$ cat src/rtl/seg_serial_driver_if.sv
// ---------------------------------------------------------------------------
// seg_serial_driver_if
//   Bundle between the segment encoder, the serial driver and the display
//   shift-register chain.
//
//   Signals
//     start    : frame request from upstream (sampled only while idle)
//     par_data : DATA_WIDTH-bit segment pattern, captured on accepted start
//     s_clk    : serial shift clock to the chain
//     s_dat    : serial data, MSB first
//     s_clr    : active-low chain clear
//     s_en     : display output enable (1 = show latched pattern)
//     busy     : frame in progress
//     done     : one-cycle end-of-frame pulse
//
//   Modports
//     master : upstream side, drives start/par_data, observes the rest
//     slave  : serial driver side
// ---------------------------------------------------------------------------
interface seg_serial_driver_if #(
    parameter int DATA_WIDTH = 64
);
    logic                  start;
    logic [DATA_WIDTH-1:0] par_data;
    logic                  s_clk;
    logic                  s_dat;
    logic                  s_clr;
    logic                  s_en;
    logic                  busy;
    logic                  done;

    modport master (
        output start,
        output par_data,
        input  s_clk,
        input  s_dat,
        input  s_clr,
        input  s_en,
        input  busy,
        input  done
    );

    modport slave (
        input  start,
        input  par_data,
        output s_clk,
        output s_dat,
        output s_clr,
        output s_en,
        output busy,
        output done
    );
endinterface

$ cat src/rtl/seg_serial_driver.sv
// ---------------------------------------------------------------------------
// seg_serial_driver
//   Shifts one DATA_WIDTH-bit segment pattern, MSB first, into a cascaded
//   shift-register seven-segment chain per accepted start request.
//   Each bit occupies one s_clk period: CLK_DIV clk cycles low followed by
//   CLK_DIV clk cycles high; the chain samples on the s_clk rising edge.
//
//   Ports
//     clk : system clock
//     rst : synchronous, active-high reset
//     bus : seg_serial_driver_if.slave (start, par_data in;
//           s_clk, s_dat, s_clr, s_en, busy, done out)
//
//   All outputs come straight from flops, so the chain sees no glitches.
//
//   state   | meaning
//   --------+-------------------------------------------------------------
//   ST_IDLE | waiting for start; s_en holds last frame's enable
//   ST_LOW  | s_clk low, s_dat presenting the current bit
//   ST_HIGH | s_clk high, chain samples the current bit on entry
//   ST_DONE | one-cycle done pulse, start is ignored here
// ---------------------------------------------------------------------------
module seg_serial_driver #(
    parameter int DATA_WIDTH = 64,
    parameter int CLK_DIV    = 2
) (
    input  logic                  clk,
    input  logic                  rst,
    seg_serial_driver_if.slave    bus
);

    localparam int BIT_W = $clog2(DATA_WIDTH) + 1;
    localparam int PH_W  = $clog2(CLK_DIV) + 1;

    localparam logic [PH_W-1:0]  PH_LOAD  = PH_W'(CLK_DIV - 1);
    localparam logic [BIT_W-1:0] BIT_LAST = BIT_W'(DATA_WIDTH - 1);

    typedef enum logic [1:0] {
        ST_IDLE = 2'd0,
        ST_LOW  = 2'd1,
        ST_HIGH = 2'd2,
        ST_DONE = 2'd3
    } state_t;

    state_t                r_state;
    logic [PH_W-1:0]       r_phase;
    logic [BIT_W-1:0]      r_bit;
    logic [DATA_WIDTH-1:0] r_shift;
    logic                  r_s_clk;
    logic                  r_s_clr;
    logic                  r_s_en;
    logic                  r_busy;
    logic                  r_done;

    state_t                w_state_nxt;
    logic [PH_W-1:0]       w_phase_nxt;
    logic [BIT_W-1:0]      w_bit_nxt;
    logic [DATA_WIDTH-1:0] w_shift_nxt;
    logic                  w_s_clk_nxt;
    logic                  w_s_en_nxt;
    logic                  w_busy_nxt;
    logic                  w_done_nxt;

    // Phase timer is a down-counter: loaded with CLK_DIV-1 on entry to a
    // phase, the phase ends on the cycle it reads zero.
    logic w_phase_tc;
    logic w_last_bit;

    assign w_phase_tc = (r_phase == '0);
    assign w_last_bit = (r_bit == BIT_LAST);

    always_ff @(posedge clk) begin
        if (rst) begin
            r_state <= ST_IDLE;
            r_phase <= '0;
            r_bit   <= '0;
            r_shift <= '0;
            r_s_clk <= 1'b0;
            r_s_clr <= 1'b0;
            r_s_en  <= 1'b0;
            r_busy  <= 1'b0;
            r_done  <= 1'b0;
        end else begin
            r_state <= w_state_nxt;
            r_phase <= w_phase_nxt;
            r_bit   <= w_bit_nxt;
            r_shift <= w_shift_nxt;
            r_s_clk <= w_s_clk_nxt;
            r_s_clr <= 1'b1;
            r_s_en  <= w_s_en_nxt;
            r_busy  <= w_busy_nxt;
            r_done  <= w_done_nxt;
        end
    end

    always_comb begin
        w_state_nxt = r_state;
        w_phase_nxt = r_phase;
        w_bit_nxt   = r_bit;
        w_shift_nxt = r_shift;
        w_s_clk_nxt = r_s_clk;
        w_s_en_nxt  = r_s_en;
        w_busy_nxt  = r_busy;
        w_done_nxt  = 1'b0;

        case (r_state)
            ST_IDLE: begin
                if (bus.start) begin
                    w_state_nxt = ST_LOW;
                    w_phase_nxt = PH_LOAD;
                    w_bit_nxt   = '0;
                    w_shift_nxt = bus.par_data;
                    w_s_clk_nxt = 1'b0;
                    w_s_en_nxt  = 1'b0;
                    w_busy_nxt  = 1'b1;
                end
            end

            ST_LOW: begin
                if (w_phase_tc) begin
                    w_state_nxt = ST_HIGH;
                    w_phase_nxt = PH_LOAD;
                    w_s_clk_nxt = 1'b1;
                end else begin
                    w_phase_nxt = r_phase - PH_W'(1);
                end
            end

            ST_HIGH: begin
                if (w_phase_tc) begin
                    w_s_clk_nxt = 1'b0;
                    if (w_last_bit) begin
                        // Clearing the shifter also forces s_dat low.
                        w_state_nxt = ST_DONE;
                        w_shift_nxt = '0;
                        w_busy_nxt  = 1'b0;
                        w_s_en_nxt  = 1'b1;
                        w_done_nxt  = 1'b1;
                    end else begin
                        w_state_nxt = ST_LOW;
                        w_phase_nxt = PH_LOAD;
                        w_shift_nxt = {r_shift[DATA_WIDTH-2:0], 1'b0};
                        w_bit_nxt   = r_bit + BIT_W'(1);
                    end
                end else begin
                    w_phase_nxt = r_phase - PH_W'(1);
                end
            end

            ST_DONE: begin
                w_state_nxt = ST_IDLE;
            end

            default: begin
                w_state_nxt = ST_IDLE;
            end
        endcase
    end

    // s_dat is the shifter MSB so data changes only together with the
    // falling s_clk edge and is stable across the whole LOW/HIGH pair.
    assign bus.s_clk = r_s_clk;
    assign bus.s_dat = r_shift[DATA_WIDTH-1];
    assign bus.s_clr = r_s_clr;
    assign bus.s_en  = r_s_en;
    assign bus.busy  = r_busy;
    assign bus.done  = r_done;

endmodule

$ cat src/flat_wrapper.sv
// flat-port wrapper written by rule: the top's interface ports become plain ports
module seg_serial_driver_flat 
#(
    parameter int DATA_WIDTH = 64,
    parameter int CLK_DIV    = 2
)
  (clk, rst, bus_start, bus_par_data, bus_s_clk, bus_s_dat, bus_s_clr, bus_s_en, bus_busy, bus_done);
  seg_serial_driver_if #(.DATA_WIDTH(DATA_WIDTH)) bus_i ();
  input  logic clk;
  input  logic rst;
  input wire logic [$bits(bus_i.start)-1:0] bus_start;
  input wire logic [$bits(bus_i.par_data)-1:0] bus_par_data;
  output wire logic [$bits(bus_i.s_clk)-1:0] bus_s_clk;
  output wire logic [$bits(bus_i.s_dat)-1:0] bus_s_dat;
  output wire logic [$bits(bus_i.s_clr)-1:0] bus_s_clr;
  output wire logic [$bits(bus_i.s_en)-1:0] bus_s_en;
  output wire logic [$bits(bus_i.busy)-1:0] bus_busy;
  output wire logic [$bits(bus_i.done)-1:0] bus_done;
  assign bus_i.start = bus_start;
  assign bus_i.par_data = bus_par_data;
  assign bus_s_clk = bus_i.s_clk;
  assign bus_s_dat = bus_i.s_dat;
  assign bus_s_clr = bus_i.s_clr;
  assign bus_s_en = bus_i.s_en;
  assign bus_busy = bus_i.busy;
  assign bus_done = bus_i.done;
  seg_serial_driver #(.DATA_WIDTH(DATA_WIDTH), .CLK_DIV(CLK_DIV)) u_core (.clk(clk), .rst(rst), .bus(bus_i));
endmodule
$ cat config.mk
export PLATFORM = sky130hd
export DESIGN_NAME = seg_serial_driver_flat
export DESIGN_NICKNAME = d
export VERILOG_FILES = /design/src/rtl/seg_serial_driver_if.sv /design/src/rtl/seg_serial_driver.sv /design/src/flat_wrapper.sv
export SDC_FILE = /design/constraint.sdc
export NUM_CORES = 1
export LEC_CHECK = 0
export BUFFER_PORTS_ARGS = -buffer_cell sky130_fd_sc_hd__buf_2
export CAP_MARGIN = 20
export CORE_MARGIN = 8
export CORE_UTILIZATION = 23
export CTS_CLUSTER_DIAMETER = 120
export DETAILED_ROUTE_END_ITERATION = 12
export SLEW_MARGIN = 10
export SYNTH_ARGS = -nofsm -noshare
export SYNTH_HDL_FRONTEND = slang
export SYNTH_SLANG_ARGS = --single-unit
$ cat constraint.sdc
create_clock -name clk -period 1.9 [get_ports clk]
set_input_delay 0.38 -clock clk [delete_from_list [all_inputs] [get_ports clk]]
set_output_delay 0.38 -clock clk [all_outputs]
set_load 0.05 [all_outputs]
Word-level counts from Yosys, hierarchy flattened

Index checks and enable logic that the tools add are counted.

Bits in registers: 80
Bits of input ports: 67
Output and inout bits: 6
Word-level logic and storage cells: 64

Add/sub/neg operators: 2
Eq/ne operators: 10
Mux-type cells: 30
Bitwise logic cells: 2
Reduce and logical (&&, ||, !) cells: 11

Operator list:

| operator            | count |
|---|---|
| $mux 64             | 3 |
| $pmux 64 s2         | 1 |
| $mux 7              | 3 |
| $mux 2              | 7 |
| $pmux 7 s2          | 1 |
| $reduce_and 4->1    | 3 |
| $mux 1              | 10 |
| $reduce_and 3->1    | 3 |
| $pmux 2 s4          | 1 |
| $add 7x1->7 const B | 1 |
| $eq 7x6->1 const B  | 1 |
| $ne 2x1->1 const B  | 3 |
| $pmux 2 s3          | 1 |
| $eq 2x2->1 const B  | 2 |
| $logic_not 2->1     | 2 |
| $ne 2x2->1 const B  | 2 |
| $pmux 1 s2          | 2 |
| $ne 3x3->1 const B  | 1 |
| $pmux 1 s3          | 1 |
| $reduce_bool 3->1   | 1 |
| $reduce_or 3->1     | 1 |
| $eq 2x1->1 const B  | 1 |
| $not 1->1           | 2 |
| $reduce_bool 2->1   | 1 |
| $sub 2x1->2 const B | 1 |

Depth between registers and ports, before layout

Gate-level depths: netlist of run 1.

Depth after elaboration: 4
Gate-level depth with buffers: 8
Mapped depth without buffers: 6

Least setup slack after synthesis of run 1

No wires, ideal clock.

Kind: register to register
From: register u_core.r_state[0]
To: register u_core.r_bit[4]
Library setup time: 70 ps
Arrival time: 1,809 ps
Data required time: 1,830 ps
Path slack: 21 ps
Cell stages (with the launch flop): 8
Buffers on the path: 1
Period minus slack after synthesis: 1,879 ps
Cell sequence: dfxtp_1 inv_1 ha_1 nor2b_1 a211o_1 buf_2 or4_1 a21boi_1

Longest elaborated chain between the ends: 3
Elaborated cells between the ends (all ways): 8
Classes of those cells: eq/ne: 4; mux: 1; reduce/logical: 3

RTL lines:

| what                                                 | line                     | RTL |
|---|---|---|
| from (decl)                                          | seg_serial_driver.sv:45  | `state_t r_state;` |
| from (signal assigned)                               | seg_serial_driver.sv:84  | `r_state <= w_state_nxt;` |
| $eq 2x2->1 / $logic_not 2->1 (equally long branches) | seg_serial_driver.sv:106 | `case (r_state)` |
| $ne 2x2->1 (no source line) (tied with other cells)  | -                        |  |
| $reduce_and 4->1 (no source line)                    | -                        |  |
| to (signal assigned)                                 | seg_serial_driver.sv:86  | `r_bit <= w_bit_nxt;` |
| to (decl)                                            | seg_serial_driver.sv:47  | `logic [BIT_W-1:0] r_bit;` |

Parallel ways exist; a longest one is shown, timed or not.
A chain may end at the register's enable or synchronous reset.

Final worst setup path of run 1

Same ends and word-level chain as after synthesis.

==> results.toml, run 1 <==
[synthesis]
yosys.area.top_type = "dfxtp_1"
synth.distinct_cells = 34
syn-num-nets = 516
yosysTopAreaCellShare = 0.446
ys_top_cells_by_area = "dfxtp_1 (45%), nand2_1 (14%), nand3b_1 (13%)"
synth.cell_area_um2 = 3590
ys_ff_latch = 80
avgSynthCellArea_um2 = 8.09
synth-seq-area-share = 0.446
syn_inst = 444
synth_warnings = 0

[clock_network]
clkLatencyLatePin_ns = 0.33
holdBufCountCts = 0
cts_root_buffer = "clkbuf_16"
clk_pin_slew_ns = 0.06
clock_path_buffers = 2
cts_buffers = 9
postCtsSetupBuffers = 0
cts_tree = "done"
numClockSinks = 80
h-tree-depth = 3

[critical_path]
cp.required_ns = 2.17
cp.buffers_inverters = 2
worstSetupStartpointType = "flip-flop"
path_cells = "inv_2 -> ha_4 -> buf_4 -> a211o_4 -> or4_1 -> a21boi_1"
timing.rr.end = "u_core.r_bit[4]"
cpPeakStageDelay_ns = 0.50
cp_top_family = "simple AND/OR/NAND/NOR gates"
regToRegStartpoint = "u_core.r_state[0]"
worst-r2r-setup-slack_ns = 0.10
critPathSlowestCell = "or4_1"
crit_type = "reg -> reg"
r2r_cells = 6
arrival_ns = 2.07
path_max_fanout = 13
critPathCaptureType = "flip-flop"

[pwr]
p_leak_nw = 1.68
vdd_drop_max_v = 0.000670
power_mw = 6.97
power_density_nw_per_um2 = 1510

[global_route]
grt_max_degree = 44
grt_overflow = 0
grt_pass1_vias = 3201
grtUsageTotal = 0.0959
antenna_found_initial = 1
grt_pass1_wl_mm = 15.6

[floorplanning]
fp-row-count = 45
io_pins = 73
dieArea_um2 = 19900
core_area_um2 = 15300
fp.dieH_um = 141
die_w_um = 141
initial_core_util = 0.235

[sta]
fin_skew_ns = 0.00887
setup_viol = 0
worst_pin_slew_ns = 0.309
max_freq_mhz = 556
hold_violations = 0
fin_crit_ns = 1.80
finalCritPeriodShare = 0.946
setup_slack_ns = 0.103
relSlewSlack = 0.793
timing.setup.tns_ns = 0
maxSlewViolCount = 0

[detailed_routing]
ant_nets = 0
finalWirelength_mm = 9.39
first_iter_violations = 172
wire_per_inst_um = 12.9
vias = 3264
first_pass_iters = 4
post-route-drc-count = 0
vias_per_cell = 4.50

[hold_path]
hold_end = "u_core.r_shift[0]"
min-delay-start = "bus_par_data[0]"
holdCritPathClass = "in -> reg"
hold_depth = 3

[place]
placed_cell_area_um2 = 4310
place_congestion = 0.736
port_buffers = 72
dpl.hpwl_mm = 6.63
post-place-ws_ns = -0.0370

[layout]
layout-drive-gt1-share = 0.231
fill_cells = 1658
seq_area_um2 = 1610
multi_input_area_um2 = 1860
nets = 583
area_growth_pct = 28.9
final_area_um2 = 4630
diodes = 0

[run]
maxCapViolations = 0

[run_status]
outcome = "complete, no violations"
repair_timing:
item / in CTS / in global routing
endpoints found under the setup margin: 3 / 70
resized for setup: 4 / 10
pin swaps: 0 / 4
worst register-to-register path, cell delays in order (launching register included):
cell	delay, ns
dfxtp_1	0.34
inv_2	0.06
ha_4	0.17
buf_4	0.18
a211o_4	0.37
or4_1	0.50
a21boi_1	0.12
layout make-up:
| type | instances | share of cell area |
|---|---|---|
| multi-input combinational | 321 | 0.402 |
| sequential | 80 | 0.347 |
| timing repair buffer | 93 | 0.131 |
| tap | 211 | 0.0570 |
| clock buffer | 12 | 0.0554 |
| inverter | 6 | 0.00486 |
| clock inverter | 3 | 0.00378 |
metal layers:
layer	wire length (um)	track usage	share of wire	up-vias
met5	13	0	0.0014	-
met2	4200	0.147	0.45	69
met3	541	0.0365	0.058	9
met1	4580	0.124	0.49	1493
met4	61	0.0255	0.0065	2
li1	-	-	-	1691
report_power, final:
group          total [mW]  internal [mW]  switching (mW)
clock                1.59          0.944           0.648
sequential           2.53           2.24           0.285
combinational        2.85           1.23            1.63
cell usage after synthesis (all sizes together):
master	instances
or4	1
dfxtp	80
a22oi	1
nand2b	2
or3b	2
nor3	2
a31oi	65
inv	6
mux2i	1
a21oi	6
o311a	1
nand3b	64
o21ai	7
nor2	6
and3b	2
o31ai	2
nand3	5
and3	4
a211oi	2
or2	1
a211o	2
and4	1
o21a	3
nor2b	1
a21boi	1
clkbuf	25
nand2	131
ha	5
a311oi	1
buf	12
a221oi	1
or3	1
through the flow:
step / cells / utilization / hold WS, ns
2_1_floorplan: 444 / - / 0.424
5_1_grt: 726 / 0.303 / 0.299
4_1_cts: 726 / 0.301 / 0.287
3_5_place_dp: 711 / 0.282 / 0.450
6_report: 726 / 0.303 / 0.312
3_3_place_gp: 711 / 0.282 / 0.432
worst max-delay path by stage:
stage	end	slack [ns]	start	cells after the start
final	u_core.r_bit[4]	0.10	u_core.r_state[0]	6
after global routing	u_core.r_shift[5]	-0.002	u_core.r_state[1]	9
after CTS	u_core.r_bit[5]	0.007	u_core.r_state[0]	7
after detailed placement	u_core.r_bit[5]	-0.04	u_core.r_state[0]	7
after global placement	u_core.r_bit[5]	0.03	u_core.r_state[0]	7
after floorplan	u_core.r_bit[4]	0.02	u_core.r_state[0]	7
registers in the layout, summed over array words and instances, names as in the netlist:
signal / cells
u_core.r_phase: 2
u_core.bus.s_clk: 1
u_core.r_state: 2
u_core.r_shift: 64
u_core.bus.s_en: 1
u_core.bus.done: 1
u_core.bus.s_clr: 1
u_core.r_bit: 7
u_core.bus.busy: 1
cells by family after synthesis:
logic type,after synthesis,synth area share
and+or+nand+nor,223,0.317
AOI/OAI and AO/OA,92,0.164
DFF,80,0.446
buffers and inverters,43,0.0526
adders and majority gates,5,0.0174
muxes,1,0.00279
cells in the final DEF, fill, tap and decap left out, types with 2 or more instances in the layout:
cell type,netlist,routed
and3_1,4,4
inv_1,6,5
dfxtp_1,80,79
o21ai_0,7,7
buf_4,5,12
buf_6,0,3
a211oi_4,0,2
o31ai_1,2,2
clkbuf_16,0,9
nor2_1,6,4
a21oi_1,6,6
nor3_1,2,2
o21a_1,3,3
and3b_1,2,2
buf_2,7,72
nand3b_1,64,64
a31oi_1,65,65
nand2_1,131,131
clkinv_2,0,2
nand3_1,5,5
ha_1,5,3
nor2_2,0,2
nand2b_1,2,2
buf_12,0,6
clkbuf_8,0,2
No activity file was read; power rests on OpenSTA's default activity.
==> inputs of run 2 (changes only) <==
--- a/config.mk
+++ b/config.mk
@@ -11,6 +11,7 @@
 export CORE_UTILIZATION = 23
 export CTS_CLUSTER_DIAMETER = 120
 export DETAILED_ROUTE_END_ITERATION = 12
+export REMOVE_ABC_BUFFERS = 1
 export SLEW_MARGIN = 10
 export SYNTH_ARGS = -nofsm -noshare
 export SYNTH_HDL_FRONTEND = slang
==> results.toml, run 2 (same netlist as run 1, synthesis figures left out) <==
[layout]
diodes = 0
mostFrequentLayoutCells = "nand2_1 (107), dfxtp_1 (78), buf_2 (72)"
top_register = "u_core.r_shift"
largest_reg_flops = 64
final_cell_count_no_fill = 751
nets = 607
layout-drive-gt1-share = 0.319
area_growth_pct = 44.9
final_area_um2 = 5210
layout_commonest_cell = "nand2_1"
post-route-util = 0.341
top_regs = "u_core.r_shift (64), u_core.r_bit (7)"

[floorplanning]
fp.dieH_um = 141
die_w_um = 141
initial_core_util = 0.235
core_area_um2 = 15300
fp-row-count = 45
dieArea_um2 = 19900
io_pins = 73

[sta]
fin_skew_ns = 0.00712
setup_viol = 6
max_freq_mhz = 517
timing.setup.tns_ns = -0.0880
fin_crit_ns = 1.93
rsz0062_at_grt = "true"
hold_violations = 0
relSlewSlack = 0.733
maxSlewViolCount = 0
finalCritPeriodShare = 1.02
worst_pin_slew_ns = 0.400
setup_slack_ns = -0.0347
hold_ws_ns = 0.329

[detailed_routing]
finalWirelength_mm = 10.8
vias_per_cell = 4.57
wire_per_inst_um = 14.3
first_pass_iters = 6
vias = 3434
first_iter_violations = 129
post-route-drc-count = 0
ant_nets = 0

[pwr]
pwr-share-seq = 0.313
p_sw_frac = 0.361
p_comb_frac = 0.482
vdd_drop_max_v = 0.000708
p_int_mw = 5.27
power_switching_mw = 2.99
pwr-share-clk = 0.205
p_leak_nw = 2.04
power_density_nw_per_um2 = 1590

[global_route]
gr-usage-met3 = 0.0348
grtUsageTotal = 0.0982
grt_most_used_layer = "met2"
grt_pass1_wl_mm = 15.9
grt_overflow = 0
grt_max_degree = 55
grt_util_met2 = 0.155
antenna_found_initial = 0
use_met1 = 0.124
grt_pass1_vias = 3310

[critical_path]
arrival_ns = 2.18
crit_type = "reg -> reg"
r2r_cells = 8
cpPeakStageDelay_ns = 0.38
worstSetupStartpoint = "u_core.r_state[1]"
critPathSlowestCell = "or3b_4"
critPathCaptureType = "flip-flop"
regToRegStartpoint = "u_core.r_state[1]"
crit_path_frequent_cell = "buf_6"
timing.rr.end = "u_core.r_shift[49]"
cp.required_ns = 2.14
worst-r2r-setup-slack_ns = -0.03
worstSetupStartpointType = "flip-flop"
path_max_fanout = 8
path_cells = "buf_6 -> ha_4 -> or3b_4 -> a211oi_4 -> buf_6 -> clkbuf_16 -> nand2_1 -> a31oi_1"

[clock_network]
numClockSinks = 80
cts_tree = "done"
h-tree-depth = 3
cts_buffers = 9
holdBufCountCts = 0
clk_pin_slew_ns = 0.06
cts_root_buffer = "clkbuf_16"
clock_path_buffers = 2
clkLatencyLatePin_ns = 0.33

[place]
placed_cell_area_um2 = 4340
port_buffers = 72
dpl.hpwl_mm = 6.66
place_congestion = 0.743
dp_cells = 714

[hold_path]
hold_depth = 3
holdCritPathClass = "in -> reg"
min-delay-start = "bus_par_data[20]"
hold_end = "u_core.r_shift[20]"

[run]
maxCapViolations = 0

[run_status]
violations = "negative setup slack"
outcome = "finished with violations"
[run 2: changes by cell type in the layout (fill, tap and decap cells not counted), sizes merged]
cell / change
clkinvlp: +1
buf: +14
clkinv: +1
clkbuf: +8
bufinv: +1
[run 2: through the flow]
step	setup slack [ns]	power [mW]
after floorplan	-3.80	3.68
after global placement	0.00914	5.51
after detailed placement	-0.00543	5.51
after CTS	0.0337	7.27
after global routing	-0.125	8.82
final	-0.0347	8.26
[run 2: metal layers]
metal / wire [um] / share of wire / vias up
li1: - / - / 1755
met1: 5130 / 0.48 / 1601
met2: 5080 / 0.47 / 72
met3: 491 / 0.046 / 6
met4: 60 / 0.0056 / 0
met5: 0 / 0 / -
[run 2: repair_timing]
item	in CTS	in global routing
setup buffers	1	8
resized for setup	3	61
pin swaps	1	55
endpoints found under the setup margin	32	65
cloned	0	12
[run 2: final cells by class]
class | instances | area (um^2)
Inverter | 6 | 22.5
Sequential cell | 80 | 1610
Clock inverter | 6 | 60.1
Tap cell | 211 | 264
Fill cell | 1578 | 10100
Clock buffer | 10 | 229
Timing Repair Buffer | 117 | 1010
Multi-Input combinational cell | 321 | 2010
[run 2: power groups by stage]
stage          clock network [mW]  logic (mW)  registers [mW]
5_1_grt                      1.82        4.34            2.66
3_5_place_dp                    0        2.97            2.54
3_3_place_gp                    0        2.96            2.54
2_1_floorplan                   0        1.35            2.33
4_1_cts                      1.74        3.01            2.52
6_report                     1.69        3.98            2.59
[run 2: worst max-delay path: cells and delay by family, from the launching register on]
kind | cells | cell delay, ns
flops | 1 | 0.36
buf+inv | 3 | 0.49
fa+ha+maj | 1 | 0.14
compound gates | 2 | 0.42
simple gates | 2 | 0.43
[run 2: worst max path at each step]
stage / cells after the start / to
after global placement: 7 / u_core.r_shift[1]
after CTS: 9 / u_core.r_shift[48]
after global routing: 9 / u_core.r_shift[49]
after floorplan: 6 / u_core.r_bit[2]
after detailed placement: 7 / u_core.r_shift[10]
final: 8 / u_core.r_shift[49]
==> inputs of run 3 (changes only) <==
--- a/config.mk
+++ b/config.mk
@@ -11,6 +11,7 @@
 export CORE_UTILIZATION = 23
 export CTS_CLUSTER_DIAMETER = 120
 export DETAILED_ROUTE_END_ITERATION = 12
+export RECOVER_POWER = 25
 export REMOVE_ABC_BUFFERS = 1
 export SLEW_MARGIN = 10
 export SYNTH_ARGS = -nofsm -noshare
==> results.toml, run 3 (same netlist as run 1, synthesis figures left out) <==
[sta]
finalCritPeriodShare = 1.02
fin_crit_ns = 1.94
rsz0062_at_grt = "true"
maxSlewViolCount = 0
setup_slack_ns = -0.0353
worst_pin_slew_ns = 0.616
setup_viol = 5
fin_skew_ns = 0.00789
hold_ws_ns = 0.330
relSlewSlack = 0.591
hold_violations = 0
max_freq_mhz = 517

[critical_path]
cp.required_ns = 2.14
path_max_fanout = 8
crit_path_frequent_cell = "buf_6"
critPathCaptureType = "flip-flop"
path_cells = "buf_6 -> ha_4 -> or3b_4 -> a211oi_4 -> buf_6 -> clkbuf_16 -> nand2_1 -> a31oi_1"
cpPeakStageDelay_ns = 0.38
cp_top_family = "buffers and inverters"
critPathSlowestCell = "or3b_4"
worstSetupStartpointType = "flip-flop"
arrival_ns = 2.18
crit_type = "reg -> reg"
cp.buffers_inverters = 3

[floorplanning]
initial_core_util = 0.235
fp.dieH_um = 141
dieArea_um2 = 19900
core_area_um2 = 15300
fp-row-count = 45
die_w_um = 141
io_pins = 73

[pwr]
p_int_mw = 5.27
power_density_nw_per_um2 = 1590
p_comb_frac = 0.482
pwr-share-seq = 0.313
p_sw_frac = 0.361
vdd_drop_max_v = 0.000708
p_leak_nw = 2.03
power_switching_mw = 2.98
pwr-share-clk = 0.205

[hold_path]
holdCritPathClass = "in -> reg"

[place]
port_buffers = 72
dpl.hpwl_mm = 6.66
dp_cells = 714
place_congestion = 0.743

[clock_network]
h-tree-depth = 3
numClockSinks = 80
clock_path_buffers = 2
clk_pin_slew_ns = 0.06
clkLatencyLatePin_ns = 0.33
holdBufCountCts = 0
cts_buffers = 9
cts_tree = "done"
cts_root_buffer = "clkbuf_16"

[layout]
post-route-util = 0.341
diodes = 0
layout-drive-gt1-share = 0.313
final_cell_count_no_fill = 751
area_growth_pct = 44.8
largest_reg_flops = 64
top_register = "u_core.r_shift"
top_regs = "u_core.r_shift (64), u_core.r_bit (7)"
layout_commonest_cell = "nand2_1"
nets = 607
mostFrequentLayoutCells = "nand2_1 (107), dfxtp_1 (78), buf_2 (69)"

[global_route]
antenna_found_initial = 0
grt_overflow = 0
grt_max_degree = 55
grtUsageTotal = 0.0982
grt_pass1_vias = 3310
grt_pass1_wl_mm = 15.9

[detailed_routing]
post-route-drc-count = 0
vias = 3425
ant_nets = 0
wire_per_inst_um = 14.3
finalWirelength_mm = 10.8
first_pass_iters = 5
vias_per_cell = 4.56
first_iter_violations = 155

[run_status]
outcome = "finished with violations"
violations = "negative setup slack"

[run]
maxCapViolations = 0
## run 3: repair_timing
item,in CTS,in global routing
pin swaps,1,55
gates cloned,0,12
gates resized for setup,3,61
endpoints found under the setup margin,32,65
buffers inserted,1,8
## run 3: power by group through the flow
stage                     Sequential (mW)  Combinational [mW]  Clock [mW]
after detailed placement             2.54                2.97           0
after global placement               2.54                2.96           0
after floorplan                      2.33                1.35           0
after CTS                            2.52                3.01        1.74
final                                2.59                3.98        1.69
after global routing                 2.66                4.34        1.82
## run 3: final timing paths
| path | startpoint | endpoint | slack, ns | depth (start not counted) |
|---|---|---|---|---|
| worst min-delay path | bus_par_data[20] | u_core.r_shift[20] | 0.33 | 3 |
| worst min register to register | u_core.r_bit[6] | u_core.r_bit[6] | 0.45 | 1 |
| worst max register to register | u_core.r_state[1] | u_core.r_shift[49] | -0.04 | 8 |
| worst max-delay path | u_core.r_state[1] | u_core.r_shift[49] | -0.04 | 8 |
## run 3: per-stage QoR
step                setup WS, ns  cell area [um^2]  power (mW)  setup TNS, ns
floorplan                  -3.80              3430        3.68        -245.55
global route              -0.125              5200        8.82          -3.83
global placement         0.00914              4340        5.51              0
detailed placement      -0.00543              4340        5.51       -0.00737
finish                   -0.0353              5200        8.25        -0.0814
CTS                       0.0337              4650        7.27              0
## run 3: layout make-up
type	count	area (um^2)
clock buffer	10	229
clock inverter	6	60.1
fill	1578	10100
inverter	6	22.5
multi-input combinational	321	2010
sequential	80	1610
tap	211	264
timing repair buffer	117	1010
## run 3: worst register-to-register path, delay by kind of cell, from the launching register on
kind	cells	cell delay (ns)
compound gates	2	0.42
flops	1	0.36
buf+inv	3	0.49
fa+ha+maj	1	0.14
simple gates	2	0.44
## run 3: per-layer routing
layer | share of wire | vias up | global-route usage
li1 | - | 1751 | -
met1 | 0.47 | 1596 | 0.124
met2 | 0.47 | 72 | 0.155
met3 | 0.051 | 6 | 0.0348
met4 | 0.0056 | 0 | 0.0271
met5 | 0 | - | 0
